`src/rtl/ram_sync_clear.sv`:
```
// Single-port synchronous RAM with byte-lane writes, a registered read with a valid strobe,
// and a clear engine that zeroes every word after reset or on request.
module ram_sync_clear #(
    parameter int DATA_WIDTH = 32,
    parameter int ADDR_WIDTH = 5,
    parameter int DEPTH      = 32
) (
    input  logic                    clock,
    input  logic                    reset,
    input  logic                    chip_select,
    input  logic                    we,
    input  logic [DATA_WIDTH/8-1:0] be,
    input  logic [ADDR_WIDTH-1:0]   address,
    input  logic [DATA_WIDTH-1:0]   data_in,
    input  logic                    clear,
    output logic [DATA_WIDTH-1:0]   data_out,
    output logic                    rd_valid,
    output logic                    busy
);

    localparam int NUM_LANES = DATA_WIDTH / 8;
    localparam logic [ADDR_WIDTH-1:0] LAST_PTR  = ADDR_WIDTH'(DEPTH - 1);
    localparam logic [ADDR_WIDTH:0]   DEPTH_EXT = (ADDR_WIDTH + 1)'(DEPTH);

    typedef enum logic {
        IDLE  = 1'b0,
        CLEAR = 1'b1
    } state_t;

    state_t                  state;
    state_t                  state_next;
    logic [ADDR_WIDTH-1:0]   ptr;
    logic [ADDR_WIDTH-1:0]   ptr_next;
    logic                    in_range;
    logic                    do_write;
    logic                    do_read;
    logic [DATA_WIDTH-1:0]   mem [DEPTH];

    // NOTE: sequential state uses non-blocking assignments so every register samples pre-edge values.
    always_ff @(posedge clock) begin
        if (reset) begin
            state <= CLEAR;
            ptr   <= '0;
        end else begin
            state <= state_next;
            ptr   <= ptr_next;
        end
    end

    // NOTE: every comb output is defaulted first so no path leaves it unassigned (no latch).
    always_comb begin
        state_next = state;
        ptr_next   = ptr;
        case (state)
            CLEAR: begin
                if (ptr == LAST_PTR) begin
                    state_next = IDLE;
                    ptr_next   = '0;
                end else begin
                    ptr_next = ptr + 1'b1;
                end
            end
            default: begin
                if (clear) begin
                    state_next = CLEAR;
                    ptr_next   = '0;
                end
            end
        endcase
    end

    // A same-cycle clear request has priority and drops the access.
    always_comb begin
        busy     = (state == CLEAR);
        in_range = ({1'b0, address} < DEPTH_EXT);
        do_write = (state == IDLE) && !clear && chip_select && we;
        do_read  = (state == IDLE) && !clear && chip_select && !we;
    end

    // NOTE: the array has no reset; zeroing is done word-by-word by the clear engine instead.
    always_ff @(posedge clock) begin
        if (!reset) begin
            if (busy) begin
                mem[ptr] <= '0;
            end else if (do_write && in_range) begin
                for (int i = 0; i < NUM_LANES; i++) begin
                    if (be[i]) begin
                        mem[address][8*i +: 8] <= data_in[8*i +: 8];
                    end
                end
            end
        end
    end

    always_ff @(posedge clock) begin
        if (reset) begin
            data_out <= '0;
            rd_valid <= 1'b0;
        end else begin
            rd_valid <= do_read;
            if (do_read) begin
                data_out <= in_range ? mem[address] : '0;
            end
        end
    end

endmodule

```
`config.mk`:
```
export PLATFORM = sky130hd
export DESIGN_NAME = ram_sync_clear
export DESIGN_NICKNAME = d
export VERILOG_FILES = /design/src/rtl/ram_sync_clear.sv
export SDC_FILE = /design/constraint.sdc
export NUM_CORES = 1
export LEC_CHECK = 0
export ABC_CLOCK_PERIOD_IN_PS = 4330
export CAP_MARGIN = 20
export CORE_MARGIN = 3
export CORE_UTILIZATION = 50
export DETAILED_ROUTE_END_ITERATION = 7
export HOLD_SLACK_MARGIN = 0.15
export PLACE_DENSITY_LB_ADDON = 0.12
export SYNTH_ARGS = -nofsm -noshare
export SYNTH_HDL_FRONTEND = slang
export SYNTH_SLANG_ARGS = --single-unit
```
`constraint.sdc`:
```
create_clock -name clock -period 4.33 [get_ports clock]
set_input_delay 0.866 -clock clock [delete_from_list [all_inputs] [get_ports clock]]
set_output_delay 0.866 -clock clock [all_outputs]
set_load 0.02 [all_outputs]
```
# ---- After elaboration in Yosys (flattened, before gate mapping)
# Memory sizes are Yosys's and may differ from the RTL's. A register that Yosys moved wholly into a read port is not among the register bits.
# Index checks and enable logic that the tools add are counted.
dict set report totals {
  reg_bits 7
  latchBits 0
  ramBits 1024
  romBits 0
  out_inout_bits 34
  n_memories 1
}
dict set report op_classes {
  add_sub_neg 1
  multipliers 0
  div 0
  n_lt_le_gt_ge 0
  eq_ne 1
  shift 0
  mux 32
  bitwise 1
  n_reduce_logical 8
}
# memory words word_bits rd rd_ports_with_merged_regs write_ports line
set mem_list {}
lappend mem_list {mem 32 32 1 1 1 37} ;# logic [DATA_WIDTH-1:0] mem [DEPTH];
# op n
set ops {}
lappend ops {{$mux W32} 1}
lappend ops {{$reduce_or A32 Y1} 1}
lappend ops {{$mux W1} 26}
lappend ops {{$mux W5} 4}
lappend ops {{$add A5 B1 Y5 const B} 1}
lappend ops {{$eq A5 B5 Y1 const B} 1}
lappend ops {{$logic_and A1 B1 Y1} 4}
lappend ops {{$mux W4} 1}
lappend ops {{$logic_not A1 Y1} 2}
lappend ops {{$reduce_bool A2 Y1} 1}
lappend ops {{$not A1 Y1} 1}

# ---- Logic depth before layout (Yosys ltp)
# Gate-level depths: netlist of run 1.
dict set report logic_depth {
  word_depth 10
  ltp_mapped 8
}

# ---- Worst setup path after synthesis of run 1
# Ideal clock, no wire load.
dict set report synth_timing {
  path_kind {input -> register}
  startpoint {input port clear}
  endpoint {memory mem[10][24] (enable)}
  arrival_ns 2.759
  required_ns 3.960
  setup_slack_ns 1.200
  path_stages 7
  cell_sequence {or3b_4 > nor4b_4 > mux2i_1 > nand2b_1 > clkbuf_1 > buf_2 > nor2_1}
}
dict set report synth_via {
  elab_chain_cells 10
}
# item line
set synth_lines {}
lappend synth_lines {{from (decl)} 15} ;# input logic clear,
lappend synth_lines {{$logic_not A1 Y1 *} 76} ;# do_write = (state == IDLE) && !clear && chip_select && we;
lappend synth_lines {{$logic_and A1 B1 Y1 * (3 in series)} 76}
lappend synth_lines {{$mux W1} 85} ;# end else if (do_write && in_range) begin
lappend synth_lines {{$mux W1} 83} ;# if (busy) begin
lappend synth_lines {{$mux W1} 82} ;# if (!reset) begin
lappend synth_lines {{$mux W1 (implied by the code)} 88} ;# mem[address][8*i +: 8] <= data_in[8*i +: 8];
lappend synth_lines {{$reduce_or A32 Y1 (no source line)} -}
lappend synth_lines {{$mux W5 (no source line) / $mux W4 (equally long branches)} -}
lappend synth_lines {{to (decl)} 37}
# Mark *: on every way between the ends. The rest lies on a longest branch, timed or not.

# ---- Worst setup path in the final report of run 1
dict set report layout_timing {
  startpoint {input port clear}
  endpoint {memory mem[14][27] (enable)}
}
# The elaborated chain is that of the path after synthesis.

==> flow_metrics.tcl, run 1 <==
set metrics [dict create \
    timing.fmax_mhz 299 \
    headroom_to_the_max_slew_limit_pct 39.2 \
    synthesis.instances 2481 \
    synth_area_per_cell_sq_um 16.9 \
    setup_total_negative_slack_ns 0 \
    synth_top_area_share_pct 73.2 \
    fp.coreArea_sq_um 82600 \
    fp.dieH_microns 296 \
    worst_pin_slew_ns 0.912 \
    static-leakage-power_nw 17.8 \
    drt.antenna.violating_nets 0 \
    final_hold_viol_count 0 \
    multiInputGateArea_sq_um 9670 \
    drv_cap 0 \
    grt_first_pass_wirelength_microns 147000 \
    route.detailed.drc 0 \
    cts-buffers-inserted 106 \
    number_of_cells_upsized_or_downsized_after_cts 0 \
    postRouteWirelength_microns 99300 \
    worst_setup_path_end_kind "flop" \
    cp.required_ns 4.61 \
    run_status "finished clean" \
    timing.clock.skew_ns 0.0152 \
    route.vias.total 22738 \
    final_nets 2759 \
    synth.ff_latch_count 1063 \
    filler_cells_inserted 6094 \
    final_layout_size_suffix_gt1_share_pct 14.1 \
    floorplan.die_area_sq_um 87500 \
    critical_path_class "input pin to flop" \
    synth_edf_count 1024 \
    part_of_the_yosys_area_used_for_sequential_elements_pct 75.1 \
    io_buffers 79 \
    cts_tree "done" \
    synth_top_area_cell "edfxtp_1" \
    max_ir_drop_vdd_v 0.000331 \
    postCtsSetupBuffers 0 \
    post_synth_instance_area_sq_um 42000 \
    synth_flop_cell "edfxtp_1" \
    cts.htree.levels 3 \
    crit_arrival_ns 3.62 \
    synth.top_cells.by_area "edfxtp_1 (73%), mux2i_1 (12%), a22oi_1 (4.6%), dfxtp_1 (1.9%), a21oi_1 (1.6%)" \
    slowest_stage "nor2_1" \
    top_level_ports 80 \
    via_count_of_the_first_global_routing_pass 22848 \
    cts_sinks 1063 \
    cpPeakStageDelay_ns 0.60 \
    antennaDiodeCount 0 \
    final-setup-viol-count 0 \
    clockBufferDepth 3 \
    cp_top_family "simple AND/OR/NAND/NOR gates" \
    drt_first_pass_iters 5 \
    worst_skew_pair_later_pin_latency_ns 0.65 \
    die_width_microns 296 \
    largest_net_degree_at_the_start_of_global_routing 129 \
    setup_repair_after_global_routing_missed_its_margin "false" \
    hold_buffers 0 \
    critPathLaunchType "input pin" \
    timing.critical_path.buf_inv 3 \
    hpwlAfterDp_microns 61300 \
    utilization_pct 59.0 \
    clk_pin_slew_worst_paths_ns 0.06 \
    grt_util_all_layers_pct 22.7 \
    worst-path-max-fanout 16 \
    wl_per_cell_microns 25.6 \
    hold_path_class "flop to flop" \
    grt.overflow.total 0 \
    antenna_violations_before_repair 0 \
    synth_nets 2529 \
    synth_cell_type_count 35 \
    num_rows 105 \
    area.sequential_sq_um 31500 \
    final_period_minus_worst_setup_slack_ns 3.34 \
    viasPerCell 5.87 \
    place_congestion 0.805 \
    cp_cell_sequence "clkdlybuf4s50_1, or3b_4, nor4b_4, mux2i_1, buf_4, or2_1, buf_12, nor2_1" \
    min_period_over_period_pct 77.2 \
    syn_to_final_growth_pct 16.2 \
    start_util_pct 50.8 \
    report.final.slew_viol_count 0 \
    power_density_nw_per_um2 440 \
    drc_violation_total_after_the_first_tritonroute_iteration 2130 \
    share_of_synthesized_flip_flops_with_an_asynchronous_set_or_reset_pct 0 \
    cts-root-buf "clkbuf_16" \
    synth-warning-count 0 \
]
==> per-layer routing <==
layer / GRT usage, % / wire (microns) / up-vias
li1: - / - / 10305
met1: 32.7 / 43700 / 11565
met2: 36.7 / 47500 / 753
met3: 3.68 / 6480 / 115
met4: 5.47 / 1680 / 0
met5: 0 / 0 / -
==> sequential cells by signal, indices dropped and copies added, names as in the netlist <==
signal and flops:
busy 1, ptr 5, mem 1024, rd_valid 1
data_out 32
==> tightest hold or removal path: cells and delay by family, from the launching register on <==
family | cells | cell delay [ns]
flops | 1 | 0.30
compound gates | 1 | 0.05
simple gates | 1 | 0.09
==> cell usage in the layout, fill, tap and decap left out, types with 6 or more instances in the layout <==
master	n
clkinv_2	19
clkbuf_1	16
clkbuf_8	9
nand2b_1	9
mux2i_1	513
nor3_1	10
buf_4	190
a31oi_2	6
a31oi_1	7
clkinv_1	20
and2_1	33
buf_12	19
clkdlybuf4s50_1	77
a21oi_1	138
edfxtp_1	1024
clkbuf_16	111
a211oi_1	32
a22oi_1	256
nor4_1	7
bufinv_16	14
dfxtp_1	39
nor2_1	171
clkinvlp_4	6
or4_1	33
==> final timing paths <==
kind	start	slack (ns)	cells after the start	to
setup / recovery	clear	0.99	8	mem[14][27]$_DFFE_PP_
hold reg to reg	data_out[12]$_SDFFE_PP0P_	0.50	2	data_out[12]$_SDFFE_PP0P_
hold / removal	data_out[12]$_SDFFE_PP0P_	0.50	2	data_out[12]$_SDFFE_PP0P_
setup reg to reg	busy$_SDFF_PP1_	1.30	7	mem[14][27]$_DFFE_PP_
==> through the flow <==
step	area, sq um	total power, mW	hold slack (ns)	std cells	worst slack, ns
final	48800	21.4	0.496	3872	0.989
after global routing	48800	22.1	0.515	3872	0.874
after CTS	48800	21.6	0.498	3872	0.998
after detailed placement	45100	12.3	0.490	3673	0.314
after global placement	45100	12.3	0.487	3673	0.405
after floorplan	42000	12.0	0.491	2481	1.20
==> power by group <==
part	leakage, nW	internal, mW	switching, mW
Combinational	5.63	0.347	0.553
Clock	1.77	5.65	3.72
Sequential	10.4	11.2	0.0209
==> kinds of logic (layout without fill, tap and decap cells) <==
family | count (synthesis) | after routing | share of synthesized area, %
adder cells (fa/ha/maj) | 2 | 2 | 0.0596
multiplexers | 513 | 513 | 12.2
flip-flops | 1063 | 1063 | 75.1
AO/OA/AOI/OAI | 445 | 445 | 7.24
buffers and inverters | 167 | 488 | 1.95
AND/OR/NAND/NOR | 291 | 291 | 3.42
==> cells in the mapped netlist, types with 6 or more instances <==
cell type  count
edfxtp_1    1024
mux2i_1      513
a22oi_1      256
nor2_1       173
a21oi_1      138
clkbuf_1      85
buf_2         46
dfxtp_1       39
and2_1        34
or4_1         33
a211oi_1      32
buf_4         25
nand2b_1      11
nor3_1        10
a31oi_1        7
nor4_1         7
a31oi_2        6
nor2b_1        6
==> area by class of cell <==
cell class	count	share of cell area, %
flip-flops and latches	1063	64.6
multi-input cells	1251	19.8
clock buffers	136	6.07
repair buffers	288	5.33
well taps	1070	2.74
clock inverters	63	1.37
inverters	1	0.00770
Power figures use the tool's default switching activity.
==> inputs of run 2 (changes only) <==
--- a/config.mk
+++ b/config.mk
@@ -5,7 +5,7 @@
 export SDC_FILE = /design/constraint.sdc
 export NUM_CORES = 1
 export LEC_CHECK = 0
-export ABC_CLOCK_PERIOD_IN_PS = 4330
+export ABC_CLOCK_PERIOD_IN_PS = 3150
 export CAP_MARGIN = 20
 export CORE_MARGIN = 3
 export CORE_UTILIZATION = 50
==> constraint.sdc (replaced) <==
create_clock -name clock -period 3.15 [get_ports clock]
set_input_delay 0.63 -clock clock [delete_from_list [all_inputs] [get_ports clock]]
set_output_delay 0.63 -clock clock [all_outputs]
set_load 0.02 [all_outputs]
==> run 2 against run 1 <==
  * Die area is the same
  * Highest routed layer unchanged
  * Sequential cell count did not move
  * Clock-buffer cell count up 10
  * First-iteration DRC count rose by 15%
  * Clock skew increased by 0.0099 ns
  * Utilization up 1.4 points
  * Cell area is 2.4% higher
  * Critical path depth rose by 1
  * Largest cell class unchanged
  * Register-to-register slack got worse by 1.2 ns
==> flow_metrics.tcl, run 2 (synthesis results as in run 1) <==
set metrics [dict create \
    filler_cells_inserted 5932 \
    drv_cap 0 \
    grt.overflow.total 0 \
    fin_area_sq_um 49900 \
    cts_tree "done" \
    io_buffers 79 \
    report.final.slew_viol_count 0 \
    critical_path_class "input pin to flop" \
    combinational_share_of_power_pct 4.7 \
    worst_setup_path_end_kind "flop" \
    cpPeakStageDelay_ns 0.60 \
    place_congestion 0.845 \
    hpwlAfterDp_microns 66300 \
    layout_common_cells "edfxtp_1 (1024), mux2i_1 (513), a22oi_1 (256)" \
    timing.fmax_mhz 321 \
    power_density_nw_per_um2 592 \
    hold_path_class "input pin to flop" \
    final_layout_size_suffix_gt1_share_pct 16.3 \
    headroom_to_the_max_slew_limit_pct 48.4 \
    worst_path_most_repeated_cell "buf_4" \
    cts.htree.levels 3 \
    max_ir_drop_vdd_v 0.000473 \
    crit_arrival_ns 3.41 \
    clockPowerShare_pct 43.3 \
    fp.coreArea_sq_um 82600 \
    final_nets 2796 \
    route.detailed.drc 0 \
    cp_cell_sequence "clkdlybuf4s50_1, or3b_4, buf_4, nor3b_1, buf_4, a21oi_1, or2_1, buf_12, nor2_1" \
    final_period_minus_worst_setup_slack_ns 3.12 \
    cts-buffers-inserted 106 \
    fp.dieH_microns 296 \
    postPlaceCellArea_sq_um 46200 \
    cp.required_ns 3.44 \
    timing.critical_path.to "mem[23][31]$_DFFE_PP_" \
    critPathLaunchType "input pin" \
    drc_violation_total_after_the_first_tritonroute_iteration 2458 \
    final_hold_viol_count 0 \
    static-leakage-power_nw 18.2 \
    crit_cells 9 \
    worst_hold_start "reset" \
    start_util_pct 50.8 \
    wl_per_cell_microns 26.3 \
    cts-root-buf "clkbuf_16" \
    worst-path-max-fanout 16 \
    viasPerCell 5.95 \
    worst_pin_slew_ns 0.772 \
    top_regs "mem: 1024 flops, data_out: 32 flops, ptr: 5 flops" \
    r2r-start "busy$_SDFF_PP1_" \
    setup_total_negative_slack_ns 0 \
    switchingPower_mw 5.95 \
    reg2regPathDepth 8 \
    post-layout-total-power_mw 29.5 \
    setup_repair_after_global_routing_missed_its_margin "true" \
    antennaDiodeCount 0 \
    place_ws_ns -0.712 \
    layout_commonest_cell "edfxtp_1" \
    switching_share_pct 20.1 \
    antenna_violations_before_repair 0 \
    cts_sinks 1063 \
    grt_util_all_layers_pct 23.7 \
    final-setup-viol-count 0 \
    worstReg2RegEnd "mem[23][31]$_DFFE_PP_" \
    drt.antenna.violating_nets 0 \
    die_width_microns 296 \
    syn_to_final_growth_pct 18.9 \
    p_int_mw 23.6 \
    slowest_stage "nor2_1" \
    flip_flop_count_of_the_largest_register_after_layout 1024 \
    run_status "finished clean" \
    ff2ff_setup_slack_ns 0.14 \
    cp_top_family "simple AND/OR/NAND/NOR gates" \
    crit_start "chip_select" \
    drt_first_pass_iters 5 \
    top_level_ports 80 \
    largest_net_degree_at_the_start_of_global_routing 65 \
    via_count_of_the_first_global_routing_pass 23286 \
    floorplan.die_area_sq_um 87500 \
    num_rows 105 \
    timing.critical_path.buf_inv 4 \
    max_flop_register "mem" \
    route.vias.total 23272 \
    fin_ws_ns 0.0301 \
    timing.clock.skew_ns 0.0251 \
    clockBufferDepth 3 \
    postCtsSetupBuffers 0 \
    clk_pin_slew_worst_paths_ns 0.06 \
    worst_skew_pair_later_pin_latency_ns 0.66 \
    min_period_over_period_pct 99.0 \
    seq_power_share_pct 52.0 \
    postRouteWirelength_microns 103000 \
    grt_first_pass_wirelength_microns 153000 \
]
==> run 2: cell types whose count changed in the layout (fill, tap and decap cells not counted), moves of 2 or more <==
| cell | before | now |
|---|---|---|
| clkinv_2 | 19 | 15 |
| nor2_1 | 171 | 131 |
| clkinvlp_4 | 6 | 4 |
| clkinv_1 | 20 | 17 |
| buf_12 | 19 | 85 |
| nor2_2 | 0 | 40 |
| clkbuf_16 | 111 | 109 |
| buf_4 | 190 | 160 |
| clkinv_4 | 3 | 1 |
| clkbuf_1 | 16 | 29 |
==> run 2: final cells by class <==
class                           instances  area, sq um  share of cell area [%]
Inverter                                1         3.75                 0.00752
Multi-Input combinational cell       1251         9780                    19.6
Timing Repair Buffer                  325         3710                    7.43
Sequential cell                      1063        31500                    63.2
Tap cell                             1070         1340                    2.68
Clock inverter                         53          616                    1.23
Clock buffer                          146         2950                    5.90
==> run 2: repair_timing <==
action | CTS | global route
hold buffers | 0 | 0
hold endpoints to repair | 0 | 0
resized for setup | 1 | 43
endpoints found under the setup margin | 40 | 404
==> run 2: metal layers <==
layer / up-vias / share of wire (%) / track usage (%)
met5: - / 0 / 0
met4: 0 / 1.9 / 5.98
met3: 131 / 6.9 / 3.49
met2: 917 / 47 / 37.6
met1: 11811 / 44 / 34.8
li1: 10413 / - / -
==> run 2: worst min path at each step <==
stage                                      to  slack, ns  depth (start not counted)
floorplan                 ptr[2]$_SDFFE_PP0P_       0.49                          2
global placement    data_out[29]$_SDFFE_PP0P_       0.49                          2
detailed placement  data_out[29]$_SDFFE_PP0P_       0.49                          2
CTS                       rd_valid$_SDFF_PP0_       0.26                          2
global route              rd_valid$_SDFF_PP0_       0.30                          2
finish                    rd_valid$_SDFF_PP0_       0.30                          2
==> run 2: stage by stage <==
stage	hold slack [ns]	utilization (%)	cells
6_report	0.301	60.4	3909
5_1_grt	0.298	60.4	3909
4_1_cts	0.264	60.3	3909
3_5_place_dp	0.494	56.0	3710
3_3_place_gp	0.485	56.0	3710
2_1_floorplan	0.491	-	2481
==> run 2: power by group through the flow <==
stage               clock [mW]  sequential (mW)  combinational (mW)
CTS                       13.0             15.4                1.38
global placement             0             15.7                1.36
floorplan                    0             15.7               0.781
finish                    12.8             15.4                1.39
global route              13.6             15.4                1.46
detailed placement           0             15.7                1.38
==> inputs of run 3 (changes only) <==
--- a/config.mk
+++ b/config.mk
@@ -8,10 +8,12 @@
 export ABC_CLOCK_PERIOD_IN_PS = 3150
 export CAP_MARGIN = 20
 export CORE_MARGIN = 3
-export CORE_UTILIZATION = 50
+export CORE_UTILIZATION = 35
+export CTS_CLUSTER_SIZE = 10
 export DETAILED_ROUTE_END_ITERATION = 7
 export HOLD_SLACK_MARGIN = 0.15
 export PLACE_DENSITY_LB_ADDON = 0.12
+export REMOVE_ABC_BUFFERS = 1
 export SYNTH_ARGS = -nofsm -noshare
 export SYNTH_HDL_FRONTEND = slang
 export SYNTH_SLANG_ARGS = --single-unit
==> run 3 against run 2 <==
  * Register-to-register slack better by 0.19 ns
  * Sequential share of layout area decreased by 0.23 points
  * Non-clock buffer count decreased by 57
  * Setup slack improved by 0.016 ns
  * Sequential power is essentially flat
  * Clock skew shrank 0.0092 ns
  * Cell count grew 12%
  * First-iteration DRC count fell by 17%
  * Maximum frequency grew 0.50%
  * Clock power fell by 5%
  * Largest cell class unchanged
==> flow_metrics.tcl, run 3 (synthesis results as in run 1) <==
set metrics [dict create \
    grt_util_all_layers_pct 18.1 \
    drv_cap 0 \
    fin_hold_ws_ns 0.438 \
    timing.clock.skew_ns 0.0159 \
    worst-path-max-fanout 18 \
    report.final.slew_viol_count 0 \
    cts.htree.levels 3 \
    postRouteWirelength_microns 114000 \
    die_width_microns 352 \
    slowest_stage "clkdlybuf4s50_1" \
    max_flop_register "mem" \
    worst_path_most_repeated_cell "buf_4" \
    final_hold_viol_count 0 \
    combinational_share_of_power_pct 4.9 \
    hpwlAfterDp_microns 74500 \
    timing.hold.worst_path_depth 3 \
    min_period_over_period_pct 98.5 \
    final_nets 2752 \
    antenna_violations_before_repair 0 \
    via_count_of_the_first_global_routing_pass 23268 \
    worst_pin_slew_ns 0.914 \
    layout_common_cells "edfxtp_1 (1024), mux2i_1 (513), a22oi_1 (256)" \
    drc_violation_total_after_the_first_tritonroute_iteration 2050 \
    crit_arrival_ns 3.41 \
    cts_tree "done" \
    postCtsSetupBuffers 0 \
    switchingPower_mw 5.99 \
    clockBufferDepth 3 \
    cp_cell_sequence "clkdlybuf4s50_1, or3b_4, nor4b_4, buf_4, buf_4, a41oi_2, buf_4, nor2_1" \
    floorplan.die_area_sq_um 124000 \
    cpPeakStageDelay_ns 0.61 \
    critical_path_class "input pin to flop" \
    filler_cells_inserted 10625 \
    final_layout_size_suffix_gt1_share_pct 16.5 \
    final-setup-viol-count 0 \
    cts_sinks 1063 \
    worst_skew_pair_later_pin_latency_ns 0.69 \
    start_util_pct 35.4 \
    fp.coreArea_sq_um 119000 \
    critPathLaunchType "input pin" \
    final_period_minus_worst_setup_slack_ns 3.10 \
    static-leakage-power_nw 17.6 \
    timing.fmax_mhz 322 \
    reg2regPathDepth 7 \
    p_int_mw 23.0 \
    cts-buffers-inserted 119 \
    worst_hold_start "reset" \
    flip_flop_count_of_the_largest_register_after_layout 1024 \
    antennaDiodeCount 0 \
    crit_start "chip_select" \
    hold_path_class "input pin to flop" \
    fin_area_sq_um 50100 \
    headroom_to_the_max_slew_limit_pct 38.9 \
    route.detailed.drc 0 \
    postPlaceCellArea_sq_um 46300 \
    power_density_nw_per_um2 579 \
    switching_share_pct 20.7 \
    ff2ff_setup_slack_ns 0.33 \
    place_congestion 0.820 \
    io_buffers 79 \
    final_cells 4378 \
    cts-root-buf "clkbuf_16" \
    num_rows 126 \
    top_regs "mem: 1024 flops, data_out: 32 flops, ptr: 5 flops" \
    clockPowerShare_pct 42.1 \
    viasPerCell 5.18 \
    route.vias.total 22669 \
    cp.required_ns 3.46 \
    run_status "finished clean" \
    drt.antenna.violating_nets 0 \
    clk_pin_slew_worst_paths_ns 0.05 \
    top_level_ports 80 \
    grt_first_pass_wirelength_microns 164000 \
    seq_power_share_pct 53.0 \
    worst_setup_path_end_kind "flop" \
    fp.dieH_microns 352 \
    layout_commonest_cell "edfxtp_1" \
    r2r-start "busy$_SDFF_PP1_" \
    drt_first_pass_iters 6 \
    wl_per_cell_microns 26.0 \
    numPlacedInstances 4183 \
    grt.overflow.total 0 \
    max_ir_drop_vdd_v 0.000410 \
    setup_repair_after_global_routing_missed_its_margin "true" \
    largest_net_degree_at_the_start_of_global_routing 49 \
    syn_to_final_growth_pct 19.3 \
]
[run 3: changes by cell type in the layout (fill, tap and decap cells not counted), sizes merged]
cell,change
buf,-57
bufinv,-13
clkbuf,+44
clkinv,-29
clkinvlp,-4
inv,-2
[run 3: critical path, delay by kind of cell]
| family | cells | cell delay, ns |
|---|---|---|
| AOI/OAI and AO/OA | 1 | 0.14 |
| buffers and inverters | 4 | 1.31 |
| and+or+nand+nor | 3 | 1.34 |
[run 3: cell type report]
| cell class | instances | area (sq um) | share of cell area [%] |
|---|---|---|---|
| clock buffer | 190 | 3300 | 6.58 |
| sequential | 1063 | 31500 | 62.9 |
| tap | 1600 | 2000 | 4.00 |
| multi-input combinational | 1251 | 10100 | 20.1 |
| timing repair buffer | 268 | 3140 | 6.26 |
| inverter | 1 | 3.75 | 0.00749 |
| clock inverter | 5 | 45.0 | 0.0899 |
[run 3: timing repair]
action	CTS	global route
resized for setup	24	120
hold buffers	0	0
gates cloned	0	0
setup endpoints to repair	182	912
[run 3: through the flow]
step                total power [mW]  setup slack, ns  utilization [%]  setup TNS, ns
finish                          29.0           0.0457             42.3              0
global route                    30.1          -0.0737             42.3          -1.24
CTS                             29.3          0.00615             42.0              0
detailed placement              17.1           -0.833             39.1        -777.86
global placement                17.0            -1.03             39.1        -802.79
floorplan                       16.3            -2.69                -       -1657.09
[run 3: power groups by stage]
stage / clock (mW) / sequential, mW / combinational, mW
2_1_floorplan: 0 / 15.7 / 0.605
3_3_place_gp: 0 / 15.7 / 1.38
3_5_place_dp: 0 / 15.7 / 1.38
4_1_cts: 12.6 / 15.4 / 1.39
5_1_grt: 13.2 / 15.4 / 1.49
6_report: 12.2 / 15.4 / 1.41
[run 3: metal layers]
metal | up-vias | GRT usage (%) | routed length, microns
met5 | - | 0 | 0
met4 | 0 | 5.08 | 2410
met3 | 138 | 3.68 | 6850
met2 | 672 | 28.8 | 52900
met1 | 11552 | 25.1 | 51900
li1 | 10307 | - | -
[run 3: path summary, 6_finish.rpt]
path / end
setup / recovery: mem[19][1]$_DFFE_PP_
setup reg to reg: mem[19][1]$_DFFE_PP_
hold / removal: ptr[1]$_SDFFE_PP0P_
hold reg to reg: data_out[0]$_SDFFE_PP0P_
